### config.mk
export PLATFORM = sky130hd
export DESIGN_NAME = seg_capture_flat
export DESIGN_NICKNAME = d
export VERILOG_FILES = /design/src/rtl/seg_pkg.sv /design/src/rtl/seg_capture_if.sv /design/src/rtl/seg_stable_filter.sv /design/src/rtl/seg_capture.sv /design/src/flat_wrapper.sv
export SDC_FILE = /design/constraint.sdc
export NUM_CORES = 1
export LEC_CHECK = 0
export CAP_MARGIN = 40
export CORE_MARGIN = 1
export CORE_UTILIZATION = 45
export DETAILED_ROUTE_END_ITERATION = 12
export PLACE_DENSITY = 0.74
export SYNTH_ARGS = -nofsm -noshare
export SYNTH_HDL_FRONTEND = slang
export SYNTH_HIERARCHICAL = 1
export SYNTH_SLANG_ARGS = --single-unit
### constraint.sdc
create_clock -name clk -period 5.6 [get_ports clk]
set_clock_uncertainty 0.05 [all_clocks]
set_input_delay 1.68 -clock clk [delete_from_list [all_inputs] [get_ports clk]]
set_output_delay 1.68 -clock clk [all_outputs]
set_load 0.02 [all_outputs]
### src/rtl/seg_pkg.sv
// Shared definitions for the seven-segment capture block: segment patterns,
// the pattern-to-nibble decoder and the capture FSM state type.
package seg_pkg;

  // Segment order is {a,b,c,d,e,f,g}, active low.
  localparam logic [6:0] SEG_0 = 7'b0000001;
  localparam logic [6:0] SEG_1 = 7'b1001111;
  localparam logic [6:0] SEG_2 = 7'b0010010;
  localparam logic [6:0] SEG_3 = 7'b0000110;
  localparam logic [6:0] SEG_4 = 7'b1001100;
  localparam logic [6:0] SEG_5 = 7'b0100100;
  localparam logic [6:0] SEG_6 = 7'b0100000;
  localparam logic [6:0] SEG_7 = 7'b0001111;
  localparam logic [6:0] SEG_8 = 7'b0000000;
  localparam logic [6:0] SEG_9 = 7'b0000100;
  localparam logic [6:0] SEG_A = 7'b0001000;
  localparam logic [6:0] SEG_B = 7'b1100000;
  localparam logic [6:0] SEG_C = 7'b0110001;
  localparam logic [6:0] SEG_D = 7'b1000010;
  localparam logic [6:0] SEG_E = 7'b0110000;
  localparam logic [6:0] SEG_F = 7'b0111000;

  typedef enum logic {
    WAIT_BLANK,
    CAPTURE
  } state_t;

  // Returns {valid, nibble}; unknown patterns give valid = 0 and nibble = 0.
  function automatic logic [4:0] seg_decode(input logic [6:0] seg);
    logic [4:0] r;
    r = 5'b0;
    case (seg)
      SEG_0: r = {1'b1, 4'h0};
      SEG_1: r = {1'b1, 4'h1};
      SEG_2: r = {1'b1, 4'h2};
      SEG_3: r = {1'b1, 4'h3};
      SEG_4: r = {1'b1, 4'h4};
      SEG_5: r = {1'b1, 4'h5};
      SEG_6: r = {1'b1, 4'h6};
      SEG_7: r = {1'b1, 4'h7};
      SEG_8: r = {1'b1, 4'h8};
      SEG_9: r = {1'b1, 4'h9};
      SEG_A: r = {1'b1, 4'hA};
      SEG_B: r = {1'b1, 4'hB};
      SEG_C: r = {1'b1, 4'hC};
      SEG_D: r = {1'b1, 4'hD};
      SEG_E: r = {1'b1, 4'hE};
      SEG_F: r = {1'b1, 4'hF};
      default: r = 5'b0;
    endcase
    return r;
  endfunction

endpackage

### src/rtl/seg_capture_if.sv
// Bundle of display-pin inputs and decoded-frame outputs for seg_capture.
// The master side drives the pins and observes frames; the slave is the capture block.
interface seg_capture_if;
  logic [7:0]  an_in;
  logic [6:0]  seg_in;
  logic [31:0] digits;
  logic [7:0]  digit_mask;
  logic        frame_valid;
  logic        seg_err;
  logic        an_err;
  logic        timeout;

  modport master (
    output an_in, seg_in,
    input  digits, digit_mask, frame_valid, seg_err, an_err, timeout
  );

  modport slave (
    input  an_in, seg_in,
    output digits, digit_mask, frame_valid, seg_err, an_err, timeout
  );
endinterface

### src/rtl/seg_stable_filter.sv
// Qualifies a multi-bit input as stable: one-cycle sample strobe once the value
// has held unchanged for STABLE_CYCLES consecutive cycles.
module seg_stable_filter #(
  parameter int STABLE_CYCLES = 8,
  parameter int WIDTH         = 15
) (
  input  logic             clk,
  input  logic             rst,
  input  logic [WIDTH-1:0] data,
  output logic             sample
);

  localparam int             CW       = $clog2(STABLE_CYCLES + 1);
  localparam logic [CW-1:0]  CNT_MAX  = CW'(STABLE_CYCLES);
  localparam logic [CW-1:0]  CNT_FIRE = CW'(STABLE_CYCLES - 1);

  logic [WIDTH-1:0] prev;
  logic [CW-1:0]    stable_cnt;
  logic             same;

  assign same = (data == prev);
  // Strobe on the cycle whose edge takes the count to STABLE_CYCLES; saturation
  // keeps a long-held value from firing again.
  assign sample = same && (stable_cnt == CNT_FIRE);

  always_ff @(posedge clk or posedge rst) begin
    if (rst) begin
      prev       <= '1;
      stable_cnt <= '0;
    end else begin
      prev <= data;
      if (!same)
        stable_cnt <= '0;
      else if (stable_cnt != CNT_MAX)
        stable_cnt <= stable_cnt + CW'(1);
    end
  end

endmodule

### src/rtl/seg_capture.sv
// Seven-segment scan capture: filters, classifies and decodes scan slots and
// publishes 8-digit frames. Define SEG_CAPTURE_SYNC_EN to add the 2-flop pin synchronizer.
module seg_capture
  import seg_pkg::*;
#(
  parameter int STABLE_CYCLES  = 8,
  parameter int TIMEOUT_CYCLES = 4096
) (
  input logic         clk,
  input logic         rst,
  seg_capture_if.slave bus
);

  localparam int            IW        = $clog2(TIMEOUT_CYCLES + 1);
  localparam logic [IW-1:0] IDLE_LAST = IW'(TIMEOUT_CYCLES - 1);

  logic [14:0]   pins;
  logic [14:0]   data;
  logic          sample;
  logic [7:0]    an;
  logic [6:0]    seg;
  logic          is_blank;
  logic          is_digit;
  logic [2:0]    idx;
  logic [4:0]    dec;
  state_t        state;
  logic [IW-1:0] idle_cnt;
  logic [31:0]   shadow;
  logic [7:0]    mask;
  logic [31:0]   digits_q;
  logic [7:0]    digit_mask_q;
  logic          frame_valid_q;
  logic          seg_err_q;
  logic          an_err_q;
  logic          timeout_q;

  assign pins = {bus.an_in, bus.seg_in};

`ifdef SEG_CAPTURE_SYNC_EN
  logic [14:0] sync1;
  logic [14:0] sync2;

  always_ff @(posedge clk or posedge rst) begin
    if (rst) begin
      sync1 <= '1;
      sync2 <= '1;
    end else begin
      sync1 <= pins;
      sync2 <= sync1;
    end
  end

  assign data = sync2;
`else
  assign data = pins;
`endif

  seg_stable_filter #(
    .STABLE_CYCLES(STABLE_CYCLES),
    .WIDTH        (15)
  ) u_filter (
    .clk   (clk),
    .rst   (rst),
    .data  (data),
    .sample(sample)
  );

  assign an       = data[14:7];
  assign seg      = data[6:0];
  assign is_blank = (an == 8'hFF);
  assign is_digit = $onehot(~an);
  assign dec      = seg_decode(seg);

  always_comb begin
    idx = '0;
    for (int i = 0; i < 8; i++)
      if (!an[i]) idx = 3'(i);
  end

  // Pulses default low every cycle; a sample always restarts the idle count,
  // so a timeout can never coincide with a sample.
  always_ff @(posedge clk or posedge rst) begin
    if (rst) begin
      state         <= WAIT_BLANK;
      idle_cnt      <= '0;
      shadow        <= '0;
      mask          <= '0;
      digits_q      <= '0;
      digit_mask_q  <= '0;
      frame_valid_q <= 1'b0;
      seg_err_q     <= 1'b0;
      an_err_q      <= 1'b0;
      timeout_q     <= 1'b0;
    end else begin
      frame_valid_q <= 1'b0;
      seg_err_q     <= 1'b0;
      an_err_q      <= 1'b0;
      timeout_q     <= 1'b0;
      case (state)
        WAIT_BLANK: begin
          idle_cnt <= '0;
          if (sample) begin
            if (is_blank) begin
              state  <= CAPTURE;
              shadow <= '0;
              mask   <= '0;
            end else if (!is_digit) begin
              an_err_q <= 1'b1;
            end
          end
        end
        CAPTURE: begin
          if (sample) begin
            idle_cnt <= '0;
            if (is_blank) begin
              if (mask != '0) begin
                digits_q      <= shadow;
                digit_mask_q  <= mask;
                frame_valid_q <= 1'b1;
              end
              shadow <= '0;
              mask   <= '0;
            end else if (is_digit) begin
              shadow[{idx, 2'b00} +: 4] <= dec[3:0];
              mask[idx]                 <= dec[4];
              seg_err_q                 <= ~dec[4];
            end else begin
              an_err_q <= 1'b1;
              shadow   <= '0;
              mask     <= '0;
              state    <= WAIT_BLANK;
            end
          end else if (idle_cnt == IDLE_LAST) begin
            timeout_q <= 1'b1;
            idle_cnt  <= '0;
            shadow    <= '0;
            mask      <= '0;
            state     <= WAIT_BLANK;
          end else begin
            idle_cnt <= idle_cnt + IW'(1);
          end
        end
        default: state <= WAIT_BLANK;
      endcase
    end
  end

  assign bus.digits      = digits_q;
  assign bus.digit_mask  = digit_mask_q;
  assign bus.frame_valid = frame_valid_q;
  assign bus.seg_err     = seg_err_q;
  assign bus.an_err      = an_err_q;
  assign bus.timeout     = timeout_q;

endmodule

### src/flat_wrapper.sv
// flat-port wrapper written by rule: the top's interface ports become plain ports
module seg_capture_flat import seg_pkg::*;
#(
  parameter int STABLE_CYCLES  = 8,
  parameter int TIMEOUT_CYCLES = 4096
)
  (clk, rst, bus_an_in, bus_seg_in, bus_digits, bus_digit_mask, bus_frame_valid, bus_seg_err, bus_an_err, bus_timeout);
  seg_capture_if bus_i ();
  input logic clk;
  input logic rst;
  input wire logic [$bits(bus_i.an_in)-1:0] bus_an_in;
  input wire logic [$bits(bus_i.seg_in)-1:0] bus_seg_in;
  output wire logic [$bits(bus_i.digits)-1:0] bus_digits;
  output wire logic [$bits(bus_i.digit_mask)-1:0] bus_digit_mask;
  output wire logic [$bits(bus_i.frame_valid)-1:0] bus_frame_valid;
  output wire logic [$bits(bus_i.seg_err)-1:0] bus_seg_err;
  output wire logic [$bits(bus_i.an_err)-1:0] bus_an_err;
  output wire logic [$bits(bus_i.timeout)-1:0] bus_timeout;
  assign bus_i.an_in = bus_an_in;
  assign bus_i.seg_in = bus_seg_in;
  assign bus_digits = bus_i.digits;
  assign bus_digit_mask = bus_i.digit_mask;
  assign bus_frame_valid = bus_i.frame_valid;
  assign bus_seg_err = bus_i.seg_err;
  assign bus_an_err = bus_i.an_err;
  assign bus_timeout = bus_i.timeout;
  seg_capture #(.STABLE_CYCLES(STABLE_CYCLES), .TIMEOUT_CYCLES(TIMEOUT_CYCLES)) u_core (.clk(clk), .rst(rst), .bus(bus_i));
endmodule
# ---- Word level (Yosys, flattened, before mapping)
# Index checks and enable logic that the tools add are counted.
dict set report word_totals {
  regBits 117
  input_bits 17
  out_inout_bits 44
  elab_cells 112
}
dict set report classes {
  n_addsub 10
  magnitude_cmp 2
  n_eq_ne 25
  shifts 2
  mux 52
  bitwise_logic 3
  reduce_logical 6
}
# op count
set op_table {}
lappend op_table {{$mux W32} 6}
lappend op_table {{$pmux W5 S16} 1}
lappend op_table {{$pmux W32 S2} 1}
lappend op_table {{$mux W8} 6}
lappend op_table {{$eq A7 B6 Y1 const B} 5}
lappend op_table {{$bwmux W32} 1}
lappend op_table {{$shift A4 B7 Y32 const A} 1}
lappend op_table {{$shiftx A4 B7 Y32} 1}
lappend op_table {{$eq A7 B7 Y1 const B} 4}
lappend op_table {{$mux W13} 2}
lappend op_table {{$pmux W13 S2} 1}
lappend op_table {{$mux W1} 22}
lappend op_table {{$pmux W8 S2} 1}
lappend op_table {{$eq A15 B15 Y1} 1}
lappend op_table {{$eq A7 B3 Y1 const B} 2}
lappend op_table {{$eq A7 B4 Y1 const B} 2}
lappend op_table {{$add A13 B1 Y13 const B} 1}
lappend op_table {{$eq A13 B12 Y1 const B} 1}
lappend op_table {{$add A4 B4 Y4} 3}
lappend op_table {{$mux W3} 4}
lappend op_table {{$add A1 B1 Y2} 4}
lappend op_table {{$bwmux W8} 1}
lappend op_table {{$eq A8 B8 Y1 const B} 1}
lappend op_table {{$mux W4} 2}
lappend op_table {{21 further kinds} 26}

# ---- Logic depth before layout (Yosys ltp)
# Gate-level depths: netlist of the first run.
dict set report depth {
  depth_word 16
  depth_mapped 14
  ltp_nobuf 13
}

# ---- Cells and area by module
# Netlist of the first run, hierarchy kept.
# mod instances cells_per_inst area_each_um2 seq_area_each_um2
set modules_own_cells {}
lappend modules_own_cells {seg_capture 1 432 4707.0 2452.4}
lappend modules_own_cells {seg_stable_filter 1 58 798.3 494.2}

# ---- Least setup slack after synthesis of the first run
# No wires, ideal clock.
dict set report synth_timing {
  path_kind {input-to-reg}
  start {in bus_an_in[0]}
  end {reg u_core.shadow[30]}
  setup_time_ps 78
  arrival_time_ps 5072
  required_time_ps 5472
  slack_ps 399
  path_stages 14
  n_path_buf 1
  path_cell_list {fa_1 > inv_1 > fa_1 > fa_1 > ha_1 > inv_1 > fa_1 > and4b_1 > a21oi_1 > a211o_2 > buf_2 > nor4_2 > inv_1 > o2bb2ai_1}
}
dict set report synth_via {
  elab_chain_cells 9
  elab_cells_between_ends 16
  cone_classes {add/sub (3); eq/ne (6); mux (4); bitwise (1); reduce/logical (2)}
}
# item line
set synth_lines {}
lappend synth_lines {{from (decl)} flat_wrapper.sv:11} ;# input wire logic [$bits(bus_i.an_in)-1:0] bus_an_in;
lappend synth_lines {{$not A8 Y8} seg_capture.sv:71} ;# assign is_digit = $onehot(~an);
lappend synth_lines {{$add A1 B1 Y2 (not written as such)} seg_capture.sv:71}
lappend synth_lines {{$add A4 B4 Y4 (not written as such) (2 in series)} seg_capture.sv:71}
lappend synth_lines {{$eq A4 B1 Y1} seg_capture.sv:71}
lappend synth_lines {{$mux W32} seg_capture.sv:123} ;# end else if (is_digit) begin
lappend synth_lines {{$mux W32} seg_capture.sv:115} ;# if (is_blank) begin
lappend synth_lines {{$mux W32} seg_capture.sv:113} ;# if (sample) begin
lappend synth_lines {{$pmux W32 S2} seg_capture.sv:99} ;# case (state)
lappend synth_lines {{to (signal, indexed assignment)} seg_capture.sv:124} ;# shadow[{idx, 2'b00} +: 4] <= dec[3:0];
lappend synth_lines {{to (decl)} seg_capture.sv:28} ;# logic [31:0] shadow;
# Several ways; a longest one is shown, not always the timed one.
# A chain may end at the register's enable or synchronous reset.

# ---- Final worst setup path of the first run
dict set report layout_timing {
  start {in bus_an_in[0]}
  end {reg u_core.shadow[25]}
}
# The elaborated chain is that of the path after synthesis.

==> flow_metrics.tcl, run 1 <==
set metrics [dict create \
    place_congestion 0.865 \
    dieWidth_um 113 \
    tritoncts "done" \
    final_area_um2 7040 \
    drive_gt1_share_pct 22.7 \
    cts_sinks 117 \
    period_needed_ns 5.33 \
    rsz0062_at_grt "no" \
    start_util_pct 46.0 \
    utilization_pct 58.8 \
    clockRootBuffer "clkbuf_16" \
    synth_edf_count 0 \
    synth_simple_gate_area_share_pct 14.0 \
    h-tree-depth 4 \
    fp.coreArea_um2 12000 \
    crit_required_ns 5.88 \
    post_cts_buffers 0 \
    slew_headroom_pct 48.0 \
    area_growth_pct 27.8 \
    first_pass_iters 5 \
    fmax_mhz 188 \
    worstSetupPathType "in -> reg" \
    clkTransAtPathRegs_ns 0.05 \
    instances_no_fill 747 \
    powerDensity_nw_per_um2 283 \
    setup_ws_ns 0.275 \
    synth.largest_area_cell "dfrtp_1" \
    cts.repair.resized 0 \
    cts-hold-fix-buffers 0 \
    leakage_nw 3.17 \
    antenna_cells 0 \
    fin_nets 620 \
    antenna_found_initial 0 \
    min_period_over_period_pct 95.1 \
    fillers 948 \
    hold_path.class "reg -> reg" \
    fin_total_pwr_mw 1.99 \
    holdWs_ns 0.434 \
    synth_top_cell_area_share_pct 46.4 \
    cp.arrival_ns 5.60 \
    setup_violations 0 \
    antenna_left 0 \
    cts_inserted_buffers 17 \
    num_rows 40 \
    synthXorXnorAreaFrac_pct 4.59 \
    synth_area_leaders "dfrtp_1 (46%), mux2_2 (8.2%), dfstp_2 (7.2%)" \
    yosysWarningCount 6 \
    die_h_um 113 \
    routed_wl_um 12300 \
    synth_compound_area_share_pct 11.6 \
    startpoint_type "input pin" \
    avgViaCountPerCell 5.56 \
    syn_inst 490 \
    synthesis.nets 523 \
    grt_max_degree 66 \
    synthAdderAreaFrac_pct 4.18 \
    detailed_place_hpwl_um 8590 \
    synth_flop_cell "dfrtp_1" \
    ys_ff_latch 117 \
    pin_count 61 \
    report.final.slew_viol_count 0 \
    grt_pass1_vias 4289 \
    crit_path_end_kind "register" \
    placed_cell_area_um2 6450 \
    grt_pass1_wl_um 20600 \
    synth_top_family_by_area "simple AND/OR/NAND/NOR gates" \
    tns_ns 0 \
    async_flop_share_pct 100 \
    worst_pin_slew_ns 0.780 \
    ys_types 59 \
    routedWlPerCell_um 16.5 \
    status "completed" \
    ir_worst_vdd_v 0.000144 \
    hold_viol 0 \
    yosysSeqAreaShare_pct 53.5 \
    grt_overflow_total 0 \
    clock_path_buffers 2 \
    drc 0 \
    port_buffers 60 \
    drt_iter0_markers 267 \
    place_ws_ns -0.351 \
    track_usage_pct 21.0 \
    crit_fanout 5 \
    synthMuxAreaShare_pct 8.36 \
    worstSkewPairLatency_ns 0.41 \
    dieArea_um2 12700 \
    detailroute.via_count 4154 \
    dp.cells 714 \
    maxCapViolCount 0 \
    netlist_area_um2 5510 \
    synth_area_per_cell_um2 11.2 \
]
sequential cells by signal, summed over array words and instances (netlist names):
register / flops
u_core/u_filter/stable_cnt: 4
u_core/state: 1
u_core/u_filter/prev: 15
u_core/bus.timeout: 1
u_core/bus.frame_valid: 1
u_core/bus.seg_err: 1
u_core/bus.an_err: 1
u_core/bus.digits: 32
u_core/shadow: 32
u_core/mask: 8
u_core/idle_cnt: 13
u_core/bus.digit_mask: 8
routing by layer:
layer / part of all wire [%] / track usage [%] / wire, um / vias to the layer above
met5: 0 / 0 / 0 / -
met3: 3.2 / 5.35 / 399 / 30
met2: 51 / 35.1 / 6280 / 99
li1: - / - / - / 1928
met1: 43 / 25.4 / 5350 / 2097
met4: 2.6 / 9.78 / 322 / 0
critical path, cell delays in order:
cell,delay (ns)
dlymetal6s2s_1,0.15
fa_1,0.54
inv_1,0.05
fa_1,0.51
fa_1,0.59
ha_2,0.19
inv_1,0.05
fa_1,0.49
and4b_1,0.21
a21oi_2,0.09
a211o_4,0.36
nor3_2,0.14
buf_4,0.16
nand4_1,0.18
o21ai_1,0.21
cell type report:
type                            count  area [um^2]  area share (%)
Multi-Input combinational cell    331         2380            33.9
Sequential cell                   117         2950            41.9
Inverter                           28          108            1.53
Clock inverter                      8         51.3           0.729
Clock buffer                       24          503            7.15
Tap cell                          147          184            2.61
Timing Repair Buffer               92          861            12.2
kinds of logic after synthesis:
family	after synthesis
AND/OR/NAND/NOR	145
AO/OA/AOI/OAI	100
multiplexers	41
XOR/XNOR	28
buffers and inverters	43
adder cells (fa/ha/maj)	16
flip-flops	117
where the power goes:
group          leakage, nW  switching [mW]  internal (mW)  total [mW]
clock                0.267           0.366          0.623       0.989
sequential            1.58         0.00276          0.857       0.859
combinational         1.31          0.0898         0.0561       0.146
total                 3.17           0.458           1.54        1.99
final timing paths:
path,cells after the start,end,startpoint,slack (ns)
worst max-delay path,15,u_core/shadow[25],bus_an_in[0],0.27
worst min-delay path,1,u_core/bus.timeout,u_core/idle_cnt[12],0.43
worst max register to register,9,u_core/bus.digits[11],u_core/u_filter/prev[11],2.53
worst min register to register,1,u_core/bus.timeout,u_core/idle_cnt[12],0.43
max in group asynchronous,3,u_core/shadow[11],rst,2.80
min in group asynchronous,2,u_core/u_filter/stable_cnt[2],rst,1.71
cells in the final DEF (no fill, tap or decap), types with 3 or more instances in the layout:
master / count
o2bb2ai_1: 5
nor3_1: 11
o21ai_1: 11
or3_1: 3
buf_4: 31
a31oi_1: 5
xor2_1: 20
nand3b_1: 3
a21oi_1: 9
nor4_1: 6
fa_1: 4
nand2b_1: 5
clkdlybuf4s50_1: 57
nand2_1: 48
clkinv_2: 4
nor2b_1: 4
dlymetal6s2s_1: 3
xnor2_1: 7
mux2_2: 40
ha_1: 11
clkbuf_16: 18
nand4_1: 5
and2_1: 7
dfrtp_1: 102
clkbuf_8: 3
a22o_1: 3
clkinvlp_4: 3
clkbuf_1: 3
o21ai_0: 41
and3_1: 5
inv_1: 27
dfstp_2: 15
nand3_1: 10
o31ai_1: 4
nor2_1: 22
o41ai_1: 3
nor4_2: 3
cell usage after synthesis, types with 10 or more instances:
master	number
dfrtp_1	102
o21ai_0	51
nand2_1	48
mux2_2	40
inv_1	28
nor2_1	22
xor2_1	20
dfstp_2	15
ha_1	12
nor3_1	12
a21oi_1	10
nand3_1	10
Note: power is estimated with default switching activity, not from simulation.
==> run 2, diff against run 1 <==
--- a/config.mk
+++ b/config.mk
@@ -8,6 +8,7 @@
 export CAP_MARGIN = 40
 export CORE_MARGIN = 1
 export CORE_UTILIZATION = 45
+export CTS_CLUSTER_DIAMETER = 120
 export DETAILED_ROUTE_END_ITERATION = 12
 export PLACE_DENSITY = 0.74
 export SYNTH_ARGS = -nofsm -noshare
==> results of run 2 <==
Same layout as run 1: the final DEF is identical, and so are final timing and power.
